`src/rtl/div_unit.sv`:
```
// Multi-cycle radix-2 restoring divider (DIV/DIVU) with pipeline stall and annul.
// Optional macro DIV_ZERO_FAST_EN: a zero divisor completes in one cycle with {a, all-ones}.
module div_unit #(
  parameter int WIDTH = 32
) (
  input  logic               clk,
  input  logic               resetn,
  input  logic               start_i,
  input  logic               signed_i,
  input  logic               annul_i,
  input  logic [WIDTH-1:0]   a_i,
  input  logic [WIDTH-1:0]   b_i,
  output logic [2*WIDTH-1:0] result_o,
  output logic               ready_o,
  output logic               stall_div_o,
  output logic               busy_o
);
  localparam int CW = $clog2(WIDTH) + 1;

  typedef enum logic [1:0] {IDLE, BUSY, DONE} state_t;
  state_t stateQ, stateNext;

  logic [WIDTH-1:0]   absA, absB, absBQ, rem, quo, remNext, quoNext, remFix, quoFix;
  logic [WIDTH:0]     diff;
  logic [CW-1:0]      cnt;
  logic               signQ, signR, lastIter, zeroFast, readyInt;
  logic [2*WIDTH-1:0] resultQ;

  assign absA = (signed_i && a_i[WIDTH-1]) ? -a_i : a_i;
  assign absB = (signed_i && b_i[WIDTH-1]) ? -b_i : b_i;

`ifdef DIV_ZERO_FAST_EN
  assign zeroFast = (b_i == '0);
`else
  assign zeroFast = 1'b0;
`endif

  // One restoring step: the bit shifted out of quo enters the remainder.
  assign diff     = {rem, quo[WIDTH-1]} - {1'b0, absBQ};
  assign remNext  = diff[WIDTH] ? {rem[WIDTH-2:0], quo[WIDTH-1]} : diff[WIDTH-1:0];
  assign quoNext  = {quo[WIDTH-2:0], ~diff[WIDTH]};
  assign quoFix   = signQ ? -quoNext : quoNext;
  assign remFix   = signR ? -remNext : remNext;
  assign lastIter = (cnt == CW'(WIDTH-1));

  always_ff @(posedge clk or negedge resetn) begin
    if (!resetn) stateQ <= IDLE;
    else         stateQ <= stateNext;
  end

  always_comb begin
    stateNext = stateQ;
    if (annul_i) stateNext = IDLE;
    else begin
      case (stateQ)
        IDLE:    if (start_i) stateNext = zeroFast ? DONE : BUSY;
        BUSY:    if (lastIter) stateNext = DONE;
        DONE:    stateNext = IDLE;
        default: stateNext = IDLE;
      endcase
    end
  end

  always_ff @(posedge clk or negedge resetn) begin
    if (!resetn) begin
      absBQ   <= '0;
      rem     <= '0;
      quo     <= '0;
      cnt     <= '0;
      signQ   <= 1'b0;
      signR   <= 1'b0;
      resultQ <= '0;
    end else if (!annul_i) begin
      case (stateQ)
        IDLE: if (start_i) begin
          if (zeroFast) begin
            resultQ <= {a_i, {WIDTH{1'b1}}};
          end else begin
            absBQ <= absB;
            rem   <= '0;
            quo   <= absA;
            cnt   <= '0;
            signQ <= signed_i & (a_i[WIDTH-1] ^ b_i[WIDTH-1]);
            signR <= signed_i & a_i[WIDTH-1];
          end
        end
        BUSY: begin
          rem <= remNext;
          quo <= quoNext;
          cnt <= cnt + CW'(1);
          if (lastIter) resultQ <= {remFix, quoFix};
        end
        default: ;
      endcase
    end
  end

  // An annul in DONE suppresses the handoff so the killed result never commits.
  assign readyInt    = (stateQ == DONE) && !annul_i;
  assign ready_o     = readyInt;
  assign busy_o      = (stateQ == BUSY);
  assign stall_div_o = start_i & ~readyInt & ~annul_i;
  assign result_o    = resultQ;
endmodule

```
`config.mk`:
```
export PLATFORM = sky130hd
export DESIGN_NAME = div_unit
export DESIGN_NICKNAME = d
export VERILOG_FILES = /design/src/rtl/div_unit.sv
export SDC_FILE = /design/constraint.sdc
export NUM_CORES = 1
export LEC_CHECK = 0
export CORE_MARGIN = 2
export CORE_UTILIZATION = 45
export CTS_CLUSTER_DIAMETER = 50
export DETAILED_ROUTE_END_ITERATION = 8
export GPL_ROUTABILITY_DRIVEN = 0
export HOLD_SLACK_MARGIN = 0.03
export MAX_ROUTING_LAYER = met4
export PLACE_DENSITY = 0.75
export SKIP_LAST_GASP = 1
export SLEW_MARGIN = 25
export SYNTH_ARGS = -nofsm -noshare
export SYNTH_HDL_FRONTEND = slang
export SYNTH_SLANG_ARGS = --single-unit
```
`constraint.sdc`:
```
create_clock -name clk -period 7.15 [get_ports clk]
set_input_delay 1.43 -clock clk [delete_from_list [all_inputs] [get_ports clk]]
set_output_delay 1.43 -clock clk [all_outputs]
set_load 0.02 [all_outputs]
```
# Yosys cells after proc, flatten, opt, wreduce, memory -nomap -nowiden
# Index checks and enable logic that the tools add are counted.
# op_classes
n_addsub	6
eq_ne	6
n_mux	15
n_bitwise	8
reduce_logical	10
# op_table
operator	n
32-bit 2-to-1 mux	7
32-bit negator	4
32-bit case mux with 2 select lines	2
33-bit by 32-bit subtractor with 33-bit output	1
6-bit case mux with 2 select lines	1
3-bit AND reduction	3
6-bit by 1-bit adder with 6-bit output, second input constant	1
6-bit by 5-bit == test with 1-bit output, second input constant	1
2-bit 2-to-1 mux	3
6-bit 2-to-1 mux	1
1-bit AND	4
2-bit case mux with 2 select lines	1
1-bit logical AND	3
3-bit by 2-bit inequality test with 1-bit output, second input constant	1
3-bit inequality test, second input constant	1
1-bit NOT	3
2-bit by 1-bit == test with 1-bit output, second input constant	1
2-bit == test, second input constant	1
2-bit zero test	1
2-bit inequality test, second input constant	1
2-bit AND reduction	1
2-bit nonzero test	1
1-bit zero test	1
1-bit bitwise XOR	1
# word_totals
reg_bits	170
input_bits	69
output_inout_bits	67
elab_cells	53

# Depth between registers and ports, before layout
# Gate-level depths: netlist of run 1.
# logic_depth
word_depth	5
ltp_mapped	23
depth_no_buf	20

# Least setup slack after synthesis of run 1
# Ideal clock, no wire load.
# synth_timing
path_type	flip-flop to flip-flop
from	register quo[31]
to	register resultQ[60], in the netlist result_o[60]
setup_ns	0.076
arrival_time_ns	4.982
required_time_ns	7.074
setup_slack_ns	2.091
stages_incl_launch_ff	24
n_path_buf	3
period_less_slack_ns	5.059
cell_sequence	dfrtp_1 -> inv_1 -> ha_1 -> fa_1 -> nand2b_2 -> a211oi_4 -> o211ai_4 -> a211oi_2 -> o21a_2 -> nor2_4 -> inv_2 -> buf_2 -> buf_2 -> buf_1 -> nor2_1 -> a21oi_1 -> ha_1 -> nand3_1 -> a2111oi_0 -> a41oi_1 -> or3_4 -> o41a_1 -> xor2_1 -> o21ai_1
# synth_between
elab_chain_len	4
# synth_lines
item	line	source
start: declaration	23	logic [WIDTH-1:0] absA, absB, absBQ, rem, quo, remNext, quoNext, remFix, quoFix;
start signal: assignment	81	quo <= absA;
start signal: assignment	89	quo <= quoNext;
33-bit by 32-bit subtractor with 33-bit output	39	assign diff = {rem, quo[WIDTH-1]} - {1'b0, absBQ};
32-bit 2-to-1 mux *	40	assign remNext = diff[WIDTH] ? {rem[WIDTH-2:0], quo[WIDTH-1]} : diff[WIDTH-1:0];
32-bit negator	43	assign remFix = signR ? -remNext : remNext;
32-bit 2-to-1 mux *	43	
end signal: assignment	77	resultQ <= {a_i, {WIDTH{1'b1}}};
end signal: assignment	91	if (lastIter) resultQ <= {remFix, quoFix};
end: declaration	27	logic [2*WIDTH-1:0] resultQ;
# Every way passes the cells marked *; elsewhere a longest branch is shown, timed or not.
# A chain may end at the register's enable or synchronous reset.

# Final worst setup path of run 1
# Ends and elaborated chain as after synthesis.

==> results of run 1 <==
[per-layer routing]
metal | GRT usage, % | up-vias | part of all wire, %
met1 | 36.7 | 5156 | 48
met4 | 7.53 | 0 | 2.4
met5 | - | - | 0
met2 | 34.5 | 490 | 42
met3 | 4.09 | 61 | 7.8
li1 | - | 5365 | -
[metrics by stage]
step           instances  cell area, sq um
3_3_place_gp        1860             13400
5_1_grt             1892             14100
2_1_floorplan       1459             11900
3_5_place_dp        1860             13400
6_report            1892             14100
4_1_cts             1892             14100
[Yosys cell counts (all sizes together), types with 4 or more instances]
cell     count  area share (%)
nand3       14            0.59
o2111ai      6            0.44
nor2b        9            0.47
nand2b      14            0.76
a21o        11            0.69
a211o        4            0.29
buf         24             1.1
dfrtp      170              36
o21a         9            0.58
nor2        97             3.1
xor2        66             4.9
nor4        24             1.3
a22oi       15            0.95
a211oi      13             1.0
nand4       11            0.58
and3         7            0.37
clkbuf      53             1.7
nor4b        4            0.29
mux2         4            0.38
a31oi       21             1.1
a21oi       97             4.1
o31ai       15            0.99
xnor2       74             5.5
o21ai      210             8.8
o211ai       5            0.43
o41ai       10            0.86
and2         5            0.26
or4          8            0.51
ha          37             3.9
nand3b       5            0.32
or3         20             1.1
inv         52             1.6
a22o         5            0.37
nor3b        5            0.32
mux2i       24             2.0
nor3        24             1.1
o21bai       4            0.25
a2111oi      4            0.35
nand2      238             7.5
[sequential cells by signal (all words and copies together) (netlist names)]
name and flops:
signQ 1, rem 32, cnt 6, absBQ 32, quo 32, result_o 64
signR 1, stateQ 2
[kinds of logic after synthesis]
family,after synthesis,synth area share [%]
simple gates,499,19.6
compound gates,454,23.3
flops,170,35.8
xor+xnor,140,10.3
buf+inv,130,4.43
fa+ha+maj,38,4.06
mux,28,2.40
[power groups by stage]
stage,clock network (mW),registers [mW],logic [mW]
3_5_place_dp,0,1.34,3.11
2_1_floorplan,0,1.25,2.42
4_1_cts,0.997,1.32,3.13
6_report,0.986,1.34,3.20
3_3_place_gp,0,1.33,3.06
5_1_grt,1.04,1.36,3.52
[worst min-delay path, cell delays in order, from the launching register on]
cell     delay (ps)
dfrtp_1         340
nand2_1          40
o21ai_0          60
[final cells by class]
cell class / count / area (sq um) / share of cell area (%)
clock buffers: 17 / 425 / 3.02
clock inverters: 15 / 219 / 1.56
inverters: 53 / 199 / 1.41
multi-input cells: 1159 / 7140 / 50.7
flip-flops and latches: 170 / 4250 / 30.2
well taps: 335 / 419 / 2.98
repair buffers: 143 / 1420 / 10.1
[layout by cell type, fill, tap and decap left out, drive strengths merged, types with 6 or more instances in the layout]
| master | Yosys | final |
|---|---|---|
| clkbuf | 53 | 18 |
| clkinv | 1 | 8 |
| a22oi | 15 | 15 |
| ha | 37 | 37 |
| or4 | 8 | 8 |
| o2111ai | 6 | 6 |
| xor2 | 66 | 66 |
| mux2i | 24 | 24 |
| nor4 | 24 | 24 |
| nor3 | 24 | 24 |
| o41ai | 10 | 10 |
| o31ai | 15 | 15 |
| nor2 | 97 | 97 |
| a21o | 11 | 11 |
| nand4 | 11 | 11 |
| a21oi | 97 | 97 |
| a211oi | 13 | 13 |
| nor2b | 9 | 9 |
| a31oi | 21 | 21 |
| buf | 24 | 8 |
| inv | 52 | 60 |
| nand2 | 238 | 238 |
| dfrtp | 170 | 170 |
| nand2b | 14 | 14 |
| nand3 | 14 | 14 |
| o21ai | 210 | 210 |
| o21a | 9 | 9 |
| and3 | 7 | 7 |
| or3 | 20 | 20 |
| xnor2 | 74 | 74 |
| clkdlybuf4s50 | 0 | 134 |
[path summary, 6_finish.rpt]
check / slack (ps) / to / start / cells after the start
max in group asynchronous: 4680 / result_o[45] / resetn / 2
min in group asynchronous: 1110 / cnt[2] / resetn / 1
setup reg to reg: 1530 / result_o[60] / quo[31] / 21
setup / recovery: 1530 / result_o[60] / quo[31] / 21
hold / removal: 480 / result_o[46] / result_o[46] / 2
hold reg to reg: 480 / result_o[46] / result_o[46] / 2
==> flow_summary.yaml, run 1 <==
floorplanning:
  die_y_um: 167
  die_area_sq_mm: 0.0277
  fp.dieW_um: 167
  core-area_sq_mm: 0.0260
  start_util_pct: 45.7
  ios: 136
  row_count: 59
clock_tree:
  post_cts_buffers: 0
  cts-resized-gates: 0
  clkLatencyLatePin_ps: 450
  clock-sinks: 170
  cts_made_buffers: 17
  h-tree-depth: 4
  clk_pin_slew_worst_paths_ps: 80
  clockBufferDepth: 2
  cts_tree: "done"
  cts-root-buf: "clkbuf_16"
  ctsHoldBuffers: 0
setup_path:
  arrival_ps: 5930
  path_max_fanout: 26
  cp_cell_sequence: "inv_1, ha_1, fa_1, nand2b_2, a211oi_4, o211ai_4, a211oi_2, o21a_2, nor2_4, inv_2, buf_4, nor2_1, a21oi_1, ha_1, nand3_1, a2111oi_0, a41oi_1, or3_4, o41a_1, xor2_1, o21ai_1"
  crit_family: "compound AO/OA/AOI/OAI gates"
  cp_num_buf_inv: 3
  worst-setup-path-type: "reg2reg"
  cp_common_cell: "ha_1"
  endpoint_kind: "register"
  required_ps: 7450
  crit_path_max_incr_delay_ps: 460
  startpoint_type: "register"
  cp_slowest_cell: "or3_4"
synthesis:
  synthArstFlopShare_pct: 100
  synth_edf_count: 0
  synthesis.nets: 1566
  yosys_warnings: 0
  ys_seq_area_share_pct: 35.8
  syn_area_sq_mm: 0.0119
  avgSynthCellArea_sq_um: 8.15
  ys_types: 84
  synth_seq_cells: 170
  ys.flop_type: "dfrtp_1"
  syn_inst: 1459
grt:
  grt_remaining_overflow: 0
  grt_pass1_wl_um: 54500
  antenna_found_initial: 0
  grt_pass1_vias: 10200
  grtUsageTotal_pct: 24.8
  grt_start_max_net_pins: 126
timing:
  clock_skew_ps: 16.6
  holdWs_ps: 480
  fin_ws_ps: 1530
  final.period_utilization_pct: 78.6
  rsz0062_at_grt: "no"
  slew_headroom_pct: 35.7
  max_slew.worst_pin.slew_ps: 951
  drv_slew: 0
  final-hold-violation-count: 0
  period_minus_slack_ps: 5620
  fin_tns_setup_ps: 0
  fmax_mhz: 178
  setup_viol: 0
placed_design:
  port_buffers: 135
  dp_worst_setup_slack_ps: 1640
  dp_hpwl_um: 24800
pwr:
  pwr-share-comb_pct: 58.0
  cellPowerDensity_mw_per_mm2: 393
  power_frac_seq_pct: 24.2
  power.total_mw: 5.53
  p_switching_mw: 2.72
  pwr-share-clk_pct: 17.8
  p_leak_nw: 5.79
  p_int_mw: 2.80
  ir_worst_vdd_mv: 0.267
  switching_share_pct: 49.3
layout:
  antennaDiodeCount: 0
  final_core_util_pct: 54.1
  nFillCells: 2377
  syn_to_final_growth_pct: 18.4
  final_nets: 1651
  drive_above_1_share_pct: 4.88
route:
  drc_errors: 0
  wl_per_cell_um: 17.5
  first_pass_iters: 6
  vias: 11100
  drt-total-wl_um: 33200
  drtIter0Drc: 1267
  via_per_inst: 5.85
  final_antenna_net_count: 0
flow_run:
  cap_viol_max_count: 0
hold_path:
  worstHoldPathType: "reg2reg"
outcome:
  status: "complete, no violations"
Note: power is estimated with default switching activity, not from simulation.
==> inputs of run 2 (changes only) <==
PLACE_DENSITY = 0.78   (was 0.75)
clock period = 5.1 ns   (was 7.15 ns; I/O delays follow)
==> run 2 against run 1 <==
Final cell count is 0.63% higher; fmax is 17% higher; via count increased by 2.2%; sequential share of layout area shrank 0.21 points; clock power is 36% higher; critical path type unchanged; critical endpoint unchanged; highest routed layer unchanged.
==> flow_summary.yaml, run 2 (synthesized netlist as in run 1, its figures left out) <==
floorplanning:
  fp.dieW_um: 167
  die_area_sq_mm: 0.0277
  core-area_sq_mm: 0.0260
  start_util_pct: 45.7
  die_y_um: 167
  ios: 136
  row_count: 59
placed_design:
  dp_hpwl_um: 25300
  dpl_cell_area_sq_mm: 0.0135
  port_buffers: 135
  dp_worst_setup_slack_ps: 258
pwr:
  p_leak_nw: 5.85
  ir_worst_vdd_mv: 0.297
  cellPowerDensity_mw_per_mm2: 552
timing:
  fin_tns_setup_ps: 0
  max_slew.worst_pin.slew_ps: 896
  setup_viol: 0
  final.period_utilization_pct: 94.4
  final-hold-violation-count: 0
  fin_ws_ps: 286
  fmax_mhz: 208
  slew_headroom_pct: 40.3
  holdWs_ps: 480
  period_minus_slack_ps: 4810
  rsz0062_at_grt: "no"
  drv_slew: 0
  clock_skew_ps: 11.8
layout:
  layout_commonest_cell: "nand2_1"
  finalInstanceArea_sq_mm: 0.0142
  syn_to_final_growth_pct: 19.2
  largest_register_ff_count: 64
  final_cell_mix: "nand2_1 (236), o21ai_0 (199), dfrtp_1 (170)"
  drive_above_1_share_pct: 5.80
  final_nets: 1662
hold_path:
  worstHoldPathType: "reg2reg"
  min_path_cells: 2
grt:
  antenna_found_initial: 1
  grt_remaining_overflow: 0
  grt_pass1_vias: 10300
  grtUsageTotal_pct: 24.7
  grt_start_max_net_pins: 105
  grt_pass1_wl_um: 54100
route:
  first_pass_iters: 6
  vias: 11300
  drtIter0Drc: 1265
  final_antenna_net_count: 0
  via_per_inst: 5.94
  wl_per_cell_um: 17.9
  drc_errors: 0
  drt-total-wl_um: 34000
setup_path:
  cp_num_buf_inv: 2
  cp_cell_sequence: "inv_1, ha_1, fa_1, nand2b_2, a211oi_4, o211ai_4, a211oi_4, o21a_2, nor2_4, inv_2, nor2_1, a21oi_1, ha_1, nand3_1, a2111oi_2, a41oi_2, or3_4, o41a_1, xor2_1, o21ai_1"
  crit_path_max_incr_delay_ps: 430
  cp_num_cells: 20
  worst-setup-path-type: "reg2reg"
  path_max_fanout: 9
  required_ps: 5470
  crit_family: "compound AO/OA/AOI/OAI gates"
  ff2ff_path_depth: 20
  startpoint_type: "register"
  arrival_ps: 5180
  cp_slowest_cell: "or3_4"
  endpoint_kind: "register"
clock_tree:
  cts-resized-gates: 0
  clkLatencyLatePin_ps: 440
  clk_pin_slew_worst_paths_ps: 80
  cts-root-buf: "clkbuf_16"
  clock-sinks: 170
  cts_made_buffers: 17
  post_cts_buffers: 0
  cts_tree: "done"
  clockBufferDepth: 2
  h-tree-depth: 4
  ctsHoldBuffers: 0
outcome:
  status: "complete, no violations"
flow_run:
  cap_viol_max_count: 0
-- run 2: path summary, 6_finish.rpt --
check | end | from | slack [ps]
min in group asynchronous | result_o[59] | resetn | 630
hold / removal | result_o[36] | result_o[36] | 480
max in group asynchronous | rem[15] | resetn | 3370
setup / recovery | result_o[60] | quo[31] | 290
setup reg to reg | result_o[60] | quo[31] | 290
hold reg to reg | result_o[36] | result_o[36] | 480
-- run 2: power breakdown --
| part | internal [mW] | leakage [nW] | total [mW] | switching [mW] |
|---|---|---|---|---|
| Sequential | 1.55 | 2.26 | 1.86 | 0.306 |
| Combinational | 1.74 | 3.30 | 4.61 | 2.87 |
| Clock | 0.671 | 0.296 | 1.34 | 0.669 |
-- run 2: metal layers --
metal / vias up / wire (um) / global-route usage, %
met4: 0 / 1030 / 8.36
met3: 88 / 2850 / 5.23
met5: - / 0 / -
li1: 5385 / - / -
met1: 5289 / 15300 / 34.4
met2: 557 / 14800 / 35.6
-- run 2: area by class of cell --
cell class / instances / area, sq um
Timing Repair Buffer: 154 / 1510
Antenna cell: 1 / 2.50
Fill cell: 2390 / 11800
Multi-Input combinational cell: 1159 / 7160
Inverter: 53 / 199
Clock inverter: 15 / 193
Tap cell: 335 / 419
Sequential cell: 170 / 4250
Clock buffer: 17 / 425
-- run 2: worst min-delay path: cells and delay by family (launching register included) --
| kind | cells | cell delay (ps) |
|---|---|---|
| flip-flops | 1 | 340 |
| AO/OA/AOI/OAI | 1 | 60 |
| AND/OR/NAND/NOR | 1 | 50 |
-- run 2: stage by stage --
step | util (%) | power [mW] | std cells
after floorplan | - | 5.14 | 1459
after global placement | 52.0 | 6.17 | 1871
after detailed placement | 52.0 | 6.28 | 1871
after CTS | 54.4 | 7.66 | 1903
after global routing | 54.5 | 8.32 | 1904
final | 54.5 | 7.81 | 1904
